[src/rtl/pkt_queue_bank_pkg.sv]
// Shared definitions for the packet queue bank and its downstream arbiter.
// Both blocks take their default NUM_REQS from here, so they always agree
// on how many requestor lanes exist.
package pkt_queue_bank_pkg;

  localparam int NUM_REQS_DEF = 4;  // requestor queues / arbiter lanes
  localparam int DWID_DEF     = 8;  // packet data width
  localparam int DEPTH_DEF    = 4;  // entries per queue (power of two, >= 2)

  typedef logic [DWID_DEF-1:0] pkt_data_t;

endpackage

[src/rtl/pkt_fifo.sv]
// One requestor queue: a circular FIFO with storage, read/write pointers,
// occupancy count and full/empty flags. The caller qualifies push and pop;
// this block trusts them (push only when !full, pop only when !empty).
//
// Ports:
//   clk        rising-edge clock
//   rst        asynchronous active-low reset (clears pointers and count)
//   push       write push_data at the write pointer this cycle
//   push_data  packet to enqueue
//   pop        retire the head entry this cycle
//   head_data  entry at the read pointer (valid when !empty)
//   full       count == DEPTH
//   empty      count == 0
module pkt_fifo
  import pkt_queue_bank_pkg::*;
#(
  parameter int DWID  = DWID_DEF,
  parameter int DEPTH = DEPTH_DEF
) (
  input  logic            clk,
  input  logic            rst,
  input  logic            push,
  input  logic [DWID-1:0] push_data,
  input  logic            pop,
  output logic [DWID-1:0] head_data,
  output logic            full,
  output logic            empty
);

  localparam int PTRW = $clog2(DEPTH);
  localparam int CNTW = $clog2(DEPTH + 1);
  localparam logic [PTRW-1:0] PTR_ONE  = PTRW'(1);
  localparam logic [CNTW-1:0] CNT_ONE  = CNTW'(1);
  localparam logic [CNTW-1:0] CNT_FULL = CNTW'(DEPTH);

  logic [DWID-1:0] mem [DEPTH];
  logic [PTRW-1:0] wr_ptr;
  logic [PTRW-1:0] rd_ptr;
  logic [CNTW-1:0] count;

  // DEPTH is a power of two, so pointer overflow is the DEPTH-1 -> 0 wrap.
  always_ff @(posedge clk or negedge rst) begin
    if (!rst) begin
      wr_ptr <= '0;
      rd_ptr <= '0;
      count  <= '0;
    end else begin
      if (push) wr_ptr <= wr_ptr + PTR_ONE;
      if (pop)  rd_ptr <= rd_ptr + PTR_ONE;
      case ({push, pop})
        2'b10:   count <= count + CNT_ONE;
        2'b01:   count <= count - CNT_ONE;
        default: count <= count;
      endcase
    end
  end

  // Storage is deliberately not reset; a reset empties the queue through
  // the pointers and count alone.
  always_ff @(posedge clk) begin
    if (push) mem[wr_ptr] <= push_data;
  end

  assign head_data = mem[rd_ptr];
  assign full      = (count == CNT_FULL);
  assign empty     = (count == '0);

endmodule

[src/rtl/pkt_queue_bank.sv]
// Bank of NUM_REQS independent packet queues feeding an external arbiter.
// Non-empty queues raise reqs; the arbiter answers with a one-hot gnt, and
// the granted queue's head is presented one cycle later on out_*. Any
// malformed grant (multi-hot, or pointing at an empty queue) pops nothing
// and latches err until reset.
//
// Ports:
//   clk        rising-edge clock
//   rst        asynchronous active-low reset
//   push_vld   per-queue enqueue request
//   push_data  per-queue packet, queue i on [(i+1)*DWID-1:i*DWID]
//   push_rdy   per-queue not-full (registered state only)
//   reqs       per-queue non-empty, to the arbiter
//   gnt        one-hot pop grant from the arbiter
//   out_vld    registered dequeue valid
//   out_data   dequeued packet (held when out_vld is low)
//   out_idx    source queue of out_data (held when out_vld is low)
//   err        sticky grant-protocol violation
module pkt_queue_bank
  import pkt_queue_bank_pkg::*;
#(
  parameter int NUM_REQS = NUM_REQS_DEF,
  parameter int DWID     = DWID_DEF,
  parameter int DEPTH    = DEPTH_DEF,
  parameter int CNTWID   = $clog2(NUM_REQS)
) (
  input  logic                     clk,
  input  logic                     rst,
  input  logic [NUM_REQS-1:0]      push_vld,
  input  logic [NUM_REQS*DWID-1:0] push_data,
  output logic [NUM_REQS-1:0]      push_rdy,
  output logic [NUM_REQS-1:0]      reqs,
  input  logic [NUM_REQS-1:0]      gnt,
  output logic                     out_vld,
  output logic [DWID-1:0]          out_data,
  output logic [CNTWID-1:0]        out_idx,
  output logic                     err
);

  logic [NUM_REQS-1:0] full;
  logic [NUM_REQS-1:0] empty;
  logic [NUM_REQS-1:0] push;
  logic [NUM_REQS-1:0] pop;
  logic [DWID-1:0]     head_data [NUM_REQS];

  logic                gnt_legal;
  logic                gnt_bad;
  logic [DWID-1:0]     sel_data;
  logic [CNTWID-1:0]   sel_idx;

  logic                out_vld_p1;
  logic [DWID-1:0]     out_data_p1;
  logic [CNTWID-1:0]   out_idx_p1;
  logic                err_p1;

  // A full queue refuses a push even if it is popped in the same cycle,
  // which keeps push_rdy free of any path from gnt.
  assign push_rdy = ~full;
  assign reqs     = ~empty;
  assign push     = push_vld & push_rdy;

  // Legal only if exactly one grant bit is set and it lands on a
  // non-empty queue; a zero gnt is simply an idle cycle.
  assign gnt_legal = $onehot(gnt) && ((gnt & reqs) != '0);
  assign gnt_bad   = (gnt != '0) && !gnt_legal;
  assign pop       = gnt_legal ? gnt : '0;

  for (genvar i = 0; i < NUM_REQS; i++) begin : g_q
    pkt_fifo #(
      .DWID  (DWID),
      .DEPTH (DEPTH)
    ) u_fifo (
      .clk       (clk),
      .rst       (rst),
      .push      (push[i]),
      .push_data (push_data[i*DWID +: DWID]),
      .pop       (pop[i]),
      .head_data (head_data[i]),
      .full      (full[i]),
      .empty     (empty[i])
    );
  end

  // Dequeue mux; its result is only captured when the grant is legal,
  // i.e. exactly one bit matches.
  always_comb begin
    sel_data = '0;
    sel_idx  = '0;
    for (int i = 0; i < NUM_REQS; i++) begin
      if (gnt[i]) begin
        sel_data = head_data[i];
        sel_idx  = CNTWID'(i);
      end
    end
  end

  // ---- stage p1: registered dequeue and sticky error ----
  always_ff @(posedge clk or negedge rst) begin
    if (!rst) begin
      out_vld_p1  <= 1'b0;
      out_data_p1 <= '0;
      out_idx_p1  <= '0;
      err_p1      <= 1'b0;
    end else begin
      out_vld_p1 <= gnt_legal;
      if (gnt_legal) begin
        out_data_p1 <= sel_data;
        out_idx_p1  <= sel_idx;
      end
      if (gnt_bad) err_p1 <= 1'b1;
    end
  end

  assign out_vld  = out_vld_p1;
  assign out_data = out_data_p1;
  assign out_idx  = out_idx_p1;
  assign err      = err_p1;

endmodule

[config.mk]
export PLATFORM = sky130hd
export DESIGN_NAME = pkt_queue_bank
export DESIGN_NICKNAME = d
export VERILOG_FILES = /design/src/rtl/pkt_queue_bank_pkg.sv /design/src/rtl/pkt_fifo.sv /design/src/rtl/pkt_queue_bank.sv
export SDC_FILE = /design/constraint.sdc
export NUM_CORES = 1
export LEC_CHECK = 0
export BUFFER_PORTS_ARGS = -buffer_cell sky130_fd_sc_hd__buf_2
export CAP_MARGIN = 0
export CORE_ASPECT_RATIO = 0.7
export CORE_MARGIN = 2
export CORE_UTILIZATION = 42
export CTS_CLUSTER_DIAMETER = 120
export DETAILED_ROUTE_END_ITERATION = 10
export SLEW_MARGIN = 25
export SYNTH_ARGS = -nofsm -noshare
export SYNTH_HDL_FRONTEND = slang
export SYNTH_SLANG_ARGS = --single-unit
[constraint.sdc]
create_clock -name clk -period 2.7 [get_ports clk]
set_input_delay 0.54 -clock clk [delete_from_list [all_inputs] [get_ports clk]]
set_output_delay 0.54 -clock clk [all_outputs]
set_load 0.02 [all_outputs]
Word-level counts from Yosys, hierarchy flattened
Memories as Yosys holds them, arrays and structs flattened.
Index checks and enable logic that the tools add are counted.
{"block": "totals", "out_inout_bits": 20, "elab_cells": 89, "ff_bits": 40, "mem_count": 4, "inputBits": 42, "ram_bits": 128}
{"memory": "g_q[0].u_fifo.mem", "depth": 4, "word_bits": 8, "rd": 1, "rd_clocked_by_memory_dff": 0, "wr": 1, "line": "pkt_fifo.sv:36", "source": "logic [DWID-1:0] mem [DEPTH];"}
{"memory": "g_q[1].u_fifo.mem", "depth": 4, "word_bits": 8, "rd": 1, "rd_clocked_by_memory_dff": 0, "wr": 1, "line": "pkt_fifo.sv:36"}
{"memory": "g_q[2].u_fifo.mem", "depth": 4, "word_bits": 8, "rd": 1, "rd_clocked_by_memory_dff": 0, "wr": 1, "line": "pkt_fifo.sv:36"}
{"memory": "g_q[3].u_fifo.mem", "depth": 4, "word_bits": 8, "rd": 1, "rd_clocked_by_memory_dff": 0, "wr": 1, "line": "pkt_fifo.sv:36"}
{"block": "op_classes", "add_sub_neg": 19, "muxes": 20, "bitwise": 4, "eq_ne": 13, "n_reduce_logical": 13}
{"cell": "two-way mux 8 bit", "count": 4}
{"cell": "one-hot mux 3 bit (2 select lines)", "count": 4}
{"cell": "adder 2 x 1 -> 2 bit, second input constant", "count": 8}
{"cell": "adder 3 x 1 -> 3 bit, second input constant", "count": 4}
{"cell": "== test 3 bit, second input constant", "count": 4}
{"cell": "zero test 3 bit", "count": 4}
{"cell": "subtractor 3 x 1 -> 3 bit, second input constant", "count": 4}
{"cell": "two-way mux 1 bit", "count": 9}
{"cell": "AND 4 bit", "count": 2}
{"cell": "== test 2 x 1 -> 1 bit, second input constant", "count": 4}
{"cell": "== test 2 bit, second input constant", "count": 4}
{"cell": "inverter 4 bit", "count": 2}
{"cell": "nonzero test 2 bit", "count": 4}
{"cell": "nonzero test 4 bit", "count": 2}
{"cell": "adder 1 x 1 -> 2 bit", "count": 2}
{"cell": "two-way mux 2 bit", "count": 2}
{"cell": "two-way mux 4 bit", "count": 1}
{"cell": "adder 2 x 2 -> 3 bit", "count": 1}
{"cell": "== test 3 x 1 -> 1 bit, second input constant", "count": 1}
{"cell": "logical AND 1 bit", "count": 2}
{"cell": "zero test 1 bit", "count": 1}

Depth between registers and ports, before layout
Gate-level depths: netlist of the first run.
{"block": "depth", "word_depth": 8, "depth_mapped": 15, "mapped_depth_nobuf": 14}

By module
A second synthesis of the first run with hierarchy kept.
{"block": "hier_totals", "hier_cells": 419, "area_unflattened_um2": 7219.4}
{"mod": "pkt_fifo (g_q[1].u_fifo ...)", "instances": 2, "area_each_um2": 1552.7, "cells_each": 78}
{"mod": "pkt_fifo (g_q[0].u_fifo ...)", "instances": 2, "area_each_um2": 1551.5, "cells_each": 79}
{"mod": "pkt_queue_bank", "instances": 1, "area_each_um2": 1011.0, "cells_each": 105}

Least setup slack after synthesis of the first run
Ideal clock, no wire load.
{"block": "synth_path", "path_kind": "input port to flip-flop", "from": "in gnt[3]", "to": "reg g_q[2].u_fifo.count[2]", "setup_slack_ps": -851, "required_time_ps": 2621, "t_arrival_ps": 3472, "setup_time_ps": 79, "cell_stages": 14, "cell_sequence": "inv_1 -> clkbuf_1 -> fa_1 -> inv_1 -> ha_1 -> ha_1 -> nor3b_2 -> and3_1 -> ha_1 -> inv_1 -> fa_1 -> xor2_1 -> nor2_1 -> xor2_1"}
{"block": "synth_between", "elab_chain_len": 7, "word_cells_on_any_way": 11, "cone_classes": "add/sub (2); eq/ne (3); mux (2); bitwise (1); reduce/logical (3)"}
{"element": "start, declared", "line": "pkt_queue_bank.sv:33", "source": "input logic [NUM_REQS-1:0] gnt,"}
{"element": "adder 1 x 1 -> 2 bit (implied by the code)", "line": "pkt_queue_bank.sv:64", "source": "assign gnt_legal = $onehot(gnt) && ((gnt & reqs) != '0);"}
{"element": "adder 2 x 2 -> 3 bit (implied by the code)", "line": "pkt_queue_bank.sv:64"}
{"element": "== test 3 x 1 -> 1 bit", "line": "pkt_queue_bank.sv:64"}
{"element": "logical AND 1 bit (*)", "line": "pkt_queue_bank.sv:64"}
{"element": "two-way mux 4 bit (*)", "line": "pkt_queue_bank.sv:66", "source": "assign pop = gnt_legal ? gnt : '0;"}
{"element": "via g_q[2].u_fifo.pop", "line": "pkt_fifo.sv:24", "source": "input logic pop,"}
{"element": "== test 2 x 1 -> 1 bit / == test 2 bit (equally long branches)", "line": "pkt_fifo.sv:50", "source": "case ({push, pop})"}
{"element": "one-hot mux 3 bit (2 select lines) / nonzero test 2 bit (equally long branches)"}
{"element": "end signal, assigned", "line": "pkt_fifo.sv:51", "source": "2'b10: count <= count + CNT_ONE;"}
{"element": "end signal, assigned", "line": "pkt_fifo.sv:52", "source": "2'b01: count <= count - CNT_ONE;"}
{"element": "end signal, assigned", "line": "pkt_fifo.sv:53", "source": "default: count <= count;"}
{"element": "end, declared", "line": "pkt_fifo.sv:39", "source": "logic [CNTW-1:0] count;"}
Mark *: on every way through the listed nets, which the timed path passes. The rest lies on a longest branch.
A chain may end at the register's enable or synchronous reset.

Worst setup path in the final report of the first run
Same ends and word-level chain as after synthesis.

==> key figures, run 1 <==
Floorplanning
  • Num ports: 62
  • Initial core utilization: 0.4335
  • Die width: 159.9 µm
  • Rows: 39
  • DIE HEIGHT: 113.2 µm
  • Core area: 16,490 µm²
  • Die ar.: 18,100 µm²

Clocking
  • Htree depth: 4
  • CTS Buf Count: 17
  • Clk slew on worst S/H paths: 0.06 ns
  • CTS tree: yes
  • Clk Tree Root Cell: clkbuf_16
  • Clock sink total: 168
  • Clk Latency, worst-skew pair: 0.42 ns
  • CTS Buffer Depth: 2

STA
  • Clk_skew: 0.009115 ns
  • Pins Over Slew Limit: 0
  • Worst-Margin Slew: 0.5914 ns
  • Hold Fails Final Rpt: 0
  • Final period utilization: 1.030
  • Final worst path period need: 2.781 ns
  • Slew margin rel.: 0.6058
  • Post-route setup slack: -0.08077 ns
  • Max Clock Freq: 0.3596 GHz
  • Setup TNS: -0.1153 ns
  • Final setup fails: 3
  • RSZ-0062 raised after global routing: yes

Placement
  • Dpl hpwl: 10.34 mm
  • IO buf count: 61
  • Dpl cell area: 7976 µm²
  • GP Congestion: 0.7985

Worst setup path
  • Start of the worst register-to-register path: g_q[1].u_fifo.count[2]
  • Startpoint types: primary input
  • CP max FO: 3
  • CP Data Arrival Time: 3.12 ns
  • Class of the most critical setup path: primary input to register
  • CP required: 3.04 ns
  • Critical Path Sink Type: register
  • Critical path origin: gnt[3]

Layout
  • Final #Nets: 621
  • Fraction of layout cells with a size suffix above 1: 0.3032
  • P&R area growth vs syn: 20.86%
  • Diode count: 0
  • Final instance area: 8641 µm²
  • Final core utilization: 0.5239

Routing
  • Wirelength per Cell: 18.30 µm
  • 1st-pass router iterations: 4
  • Detailed-route via count: 4,026
  • Via-per-instance ratio: 5.103
  • Routed wire length: 14.44 mm
  • Routed Antenna Nets: 0
  • DR iter-0 viols: 305
  • DRC Markers: 0

Power and ir drop
  • VDD IR max: 468.0 µV
  • Power per cell area: 1022 nW/µm²
  • P_leak: 3.388 nW
  • Total power draw: 8.829 mW

GRT
  • Pin count of the biggest net entering global routing: 41
  • GRT Overall Usage: 0.1690
  • Initial antenna violation count: 0
  • First-pass GRT wire length: 22.71 mm
  • Number of global-route vias before repair: 4,102
  • Grt total ovfl: 0

Logic synthesis
  • Post-synthesis simple-gate area fraction: 0.05513
  • Proportion of synthesized chip area in sequential cells: 0.6776
  • Syn Nets: 521
  • Synth area leaders: edfxtp_1, dfrtp_1, mux2i_1
  • Top_reg_cell synth: edfxtp_1
  • Most common cell in the netlist: edfxtp_1
  • Async SR Flop Fraction: 0.2381
  • Compound-Gate Fraction of Synth Area: 0.04883
  • Adder-cell area share of the yosys netlist: 0.05425
  • Yosys cell types: 44
  • Synth Area in XOR/XNOR: 0.02940
  • Post-synthesis mux area share: 0.1043
  • Cell accounting for the most synthesized area: edfxtp_1
  • Largest family of logic cells by synthesized area: multiplexers
  • #FFs+latches synth: 168
  • Commonest cells post-synth: edfxtp_1, mux2i_1, dfrtp_1
  • Yosys top cell area share: 0.5376
  • Avg Cell Area, Syn: 15.85 µm²
  • Synth warnings: 0
  • Cells after synthesis: 451
  • Post-synth EDFFs: 128
  • Post-synth design cell area: 7149 µm²

Flow run
  • Max-cap violation count: 0

Worst hold path
  • Hold crit path type: primary input to async pin

Status
  • Failing checks: negative setup slack
  • Outcome: complete, but fails checks
## metal layers
layer / global-route usage / wire length [µm]
met2: 0.2606 / 6703
met5: 0 / 0
met4: 0.06066 / 229
met1: 0.2379 / 6886
met3: 0.03812 / 615
## worst paths after layout
check,end,slack [ns],cells past startpoint
max in group asynchronous,g_q[0].u_fifo.count[1],2.20,1
min in group clk,g_q[3].u_fifo.mem[0][6],0.33,1
max,g_q[2].u_fifo.count[2],-0.08,15
min,out_data[3],0.11,1
max reg2reg,g_q[0].u_fifo.count[2],0.25,11
min reg2reg,err,0.47,1
## metrics by stage
step / hold slack (ns) / setup slack [ns] / instances
CTS: 0.3046 / -0.06507 / 784
floorplan: 0.2444 / -0.5953 / 451
detailed placement: 0.4535 / -0.5567 / 750
global placement: 0.4411 / -0.4717 / 750
global route: 0.1394 / -0.1799 / 789
finish: 0.1059 / -0.08077 / 789
## layout by cell type, fill, tap and decap left out, types with 3 or more instances in the layout
cell type   instances
inv_1              23
mux2_2              4
dfrtp_1            40
a21oi_1             3
o31ai_1             3
fa_2                4
xor2_1              9
edfxtp_1          128
ha_1               17
buf_4              37
and3_1             16
mux2i_1            52
clkinv_2            3
inv_6               4
nor4_1              8
buf_2              58
inv_2               8
xnor2_1            15
o2bb2ai_1           7
nor2_1             13
ha_4                5
nand4_1             4
o22ai_1            15
nand3_1             4
clkbuf_16          17
or3_1               3
clkinvlp_4          3
and2_1              4
o211ai_1            8
nand3_4             3
mux4_2              8
o21ai_0             6
## critical path: stages
cell        delay [ns]
buf_8             0.08
clkinvlp_4        0.09
fa_1              0.48
inv_1             0.05
ha_2              0.18
ha_4              0.22
nor3b_4           0.22
buf_4             0.15
and3_4            0.20
ha_4              0.14
inv_2             0.04
fa_2              0.33
xor2_1            0.15
nor2_1            0.11
xor2_1            0.16
## registers in the layout, indices dropped and copies added, names as in the netlist
name and cells:
err 1, g_q.u_fifo.mem 128, g_q.u_fifo.rd_ptr 8, g_q.u_fifo.wr_ptr 8, g_q.u_fifo.count 12, out_data 8, out_vld 1, out_idx 2
## timing repair
item                                    in CTS  in global routing
gates resized for setup                      9                  4
setup buffers                                2                  5
pin swaps                                    7                  7
hold buffers                                 0                  0
endpoints found under the setup margin       4                  7
gates cloned                                 0                  0
## cells by family after synthesis
group,Yosys count
adders and majority gates,28
DFF,168
AOI/OAI and AO/OA,49
and+or+nand+nor,67
muxes,64
buffers and inverters,51
xor gates and xnor gates,24
## final cells by class
| class | count | area, µm² |
|---|---|---|
| inverter | 34 | 136.4 |
| clock inverter | 12 | 115.1 |
| tap | 225 | 281.5 |
| multi-input combinational | 232 | 2211 |
| fill | 1362 | 7853 |
| clock buffer | 20 | 446.7 |
| timing repair buffer | 98 | 605.6 |
| sequential | 168 | 4845 |
## report_power, final
part | switching [mW] | internal [mW]
clock | 0.992 | 1.31
combinational | 1.46 | 1.14
sequential | 0.411 | 3.52
Note: power is estimated with default switching activity, not from simulation.
==> run 2: changes to the inputs <==
--- a/config.mk
+++ b/config.mk
@@ -12,7 +12,9 @@
 export CORE_UTILIZATION = 42
 export CTS_CLUSTER_DIAMETER = 120
 export DETAILED_ROUTE_END_ITERATION = 10
+export SKIP_LAST_GASP = 1
 export SLEW_MARGIN = 25
 export SYNTH_ARGS = -nofsm -noshare
 export SYNTH_HDL_FRONTEND = slang
+export SYNTH_HIERARCHICAL = 1
 export SYNTH_SLANG_ARGS = --single-unit
==> key figures, run 2 <==
Floorplanning
  • DIE HEIGHT: 113.7 µm
  • Die width: 160.7 µm
  • Core area: 17,020 µm²
  • Initial core utilization: 0.4243
  • Die ar.: 18,270 µm²
  • Rows: 40
  • Num ports: 62

Clocking
  • Clk Tree Root Cell: clkbuf_16
  • CTS Buf Count: 17
  • Clock sink total: 168
  • Hold buffer count at CTS: 0
  • Htree depth: 4
  • Clk slew on worst S/H paths: 0.07 ns
  • CTS Buffer Depth: 2
  • CTS tree: yes
  • Clk Latency, worst-skew pair: 0.43 ns

STA
  • Hold Fails Final Rpt: 0
  • Final period utilization: 1.136
  • Clk_skew: 0.008769 ns
  • Slew margin rel.: 0.5941
  • Worst-Margin Slew: 0.6088 ns
  • Final worst path period need: 3.068 ns
  • Pins Over Slew Limit: 0
  • Post-route setup slack: -0.3685 ns
  • Final setup fails: 8
  • Hold Slack: 0.04349 ns
  • Max Clock Freq: 0.3259 GHz
  • RSZ-0062 raised after global routing: yes

Status
  • Failing checks: negative setup slack
  • Outcome: complete, but fails checks

Logic synthesis
  • Synth warnings: 6
  • Post-synth EDFFs: 128
  • Most common cell in the netlist: edfxtp_1
  • Yosys cell types: 34
  • Async SR Flop Fraction: 0.2381
  • #FFs+latches synth: 168
  • Commonest cells post-synth: edfxtp_1, inv_1, dfrtp_1
  • Proportion of synthesized chip area in sequential cells: 0.6711
  • Yosys top cell area share: 0.5324
  • Post-synth design cell area: 7219 µm²
  • Cells after synthesis: 419
  • Top_reg_cell synth: edfxtp_1
  • Cell accounting for the most synthesized area: edfxtp_1
  • Avg Cell Area, Syn: 17.23 µm²
  • Synth area leaders: edfxtp_1, dfrtp_1, mux4_2
  • Syn Nets: 489

Worst setup path
  • Worst path cell trace: buf_8 > inv_4 > fa_1 > inv_1 > ha_2 > ha_4 > or3b_4 > a41oi_4 > and2_4 > ha_4 > inv_2 > fa_2 > xor2_1 > nor2_1 > xor2_1
  • Buf/Inv on CP: 4
  • Crit path largest cell delay: 0.52 ns
  • Critical path depth: 15
  • Critical Path Sink Type: register
  • Class of the most critical setup path: primary input to register
  • CP required: 3.04 ns
  • Critical path's top delay family: adder cells
  • Startpoint types: primary input
  • Crit path max-delay cell type: fa_1
  • R2R depth: 11
  • CP max FO: 6
  • CP Data Arrival Time: 3.41 ns

Routing
  • Detailed-route via count: 3,758
  • 1st-pass router iterations: 4
  • Routed Antenna Nets: 0
  • DRC Markers: 0
  • Routed wire length: 14.06 mm
  • Wirelength per Cell: 18.64 µm
  • DR iter-0 viols: 311
  • Via-per-instance ratio: 4.984

Layout
  • P&R area growth vs syn: 19.77%
  • Most frequent cells in the layout: edfxtp_1, buf_2, dfrtp_1
  • Diode count: 0
  • Top flop regs: g_q.u_fifo/mem: 128 flops, g_q.u_fifo/count: 12 flops
  • Final #Nets: 580
  • Max reg flops: 128
  • Commonest non-fill, non-tap cell in the layout: edfxtp_1
  • Most flops, register: g_q.u_fifo/mem
  • Fraction of layout cells with a size suffix above 1: 0.3556

Placement
  • Dpl hpwl: 10.02 mm
  • IO buf count: 61
  • DP Worst Slack: -0.8573 ns
  • GP Congestion: 0.7409

GRT
  • Number of global-route vias before repair: 3,839
  • Grt total ovfl: 0
  • Initial antenna violation count: 0
  • GRT Overall Usage: 0.1663
  • First-pass GRT wire length: 22.15 mm
  • Pin count of the biggest net entering global routing: 29

Power and ir drop
  • Power per cell area: 1066 nW/µm²
  • VDD IR max: 591.5 µV
  • P_leak: 3.304 nW

Flow run
  • Max-cap violation count: 0

Worst hold path
  • Hold crit path type: primary input to async pin
-- run 2: cell type report --
class	count	area, µm²
fillers	1440	8369
flip-flops and latches	168	4845
multi-input cells	190	2182
repair buffers	87	519.2
clock buffers	17	425.4
well taps	231	289.0
clock inverters	15	211.5
inverters	46	175.2
-- run 2: cell families (layout without fill, tap and decap cells) --
family,after synthesis,in the layout,synth area share
flip-flops,168,168,0.6711
AND/OR/NAND/NOR,69,69,0.06257
buffers and inverters,61,165,0.03830
multiplexers,44,44,0.1203
adder cells (fa/ha/maj),28,28,0.05373
AO/OA/AOI/OAI,25,25,0.02496
XOR/XNOR,24,24,0.02912
-- run 2: where the power goes --
group	switching, mW	internal (mW)	total, mW	leakage (nW)
combinational	1.29	1.24	2.53	1.35
clock	1.06	1.57	2.63	0.310
sequential	0.555	3.51	4.06	1.64
-- run 2: per-layer routing --
layer | global-route usage | wire (µm) | up-vias
met3 | 0.04255 | 539 | 13
li1 | - | - | 1727
met1 | 0.2422 | 6942 | 1956
met4 | 0.05357 | 170 | 0
met5 | 0 | 0 | -
met2 | 0.2480 | 6404 | 62
-- run 2: final timing paths --
| check | start | endpoint | slack, ns |
|---|---|---|---|
| max | gnt[0] | g_q[0].u_fifo/count[2] | -0.37 |
| min | rst | g_q[3].u_fifo/count[1] | 0.04 |
| max reg2reg | g_q[3].u_fifo/count[0] | g_q[1].u_fifo/count[2] | 0.33 |
| min reg2reg | err | err | 0.47 |
| max in group asynchronous | rst | g_q[1].u_fifo/wr_ptr[0] | 2.04 |
| min in group clk | push_data[9] | g_q[1].u_fifo/mem[3][1] | 0.33 |
-- run 2: metrics by stage --
stage	instance area [µm²]	setup TNS, ns	util	cells	power (mW)
final	8647	-2.164	0.5082	754	9.221
after global routing	8647	-2.905	0.5082	754	9.735
after CTS	8621	-1.922	0.5066	751	9.326
after detailed placement	7933	-12.72	0.4662	715	6.665
after global placement	7933	-12.40	0.4662	715	6.566
after floorplan	7333	-13.20	-	419	5.838
-- run 2: repair_timing --
item                                    in CTS  in global routing
pin swaps                                   11                  7
endpoints found under the setup margin       8                  8
gates resized for setup                     10                  1
setup buffers                                4                  3
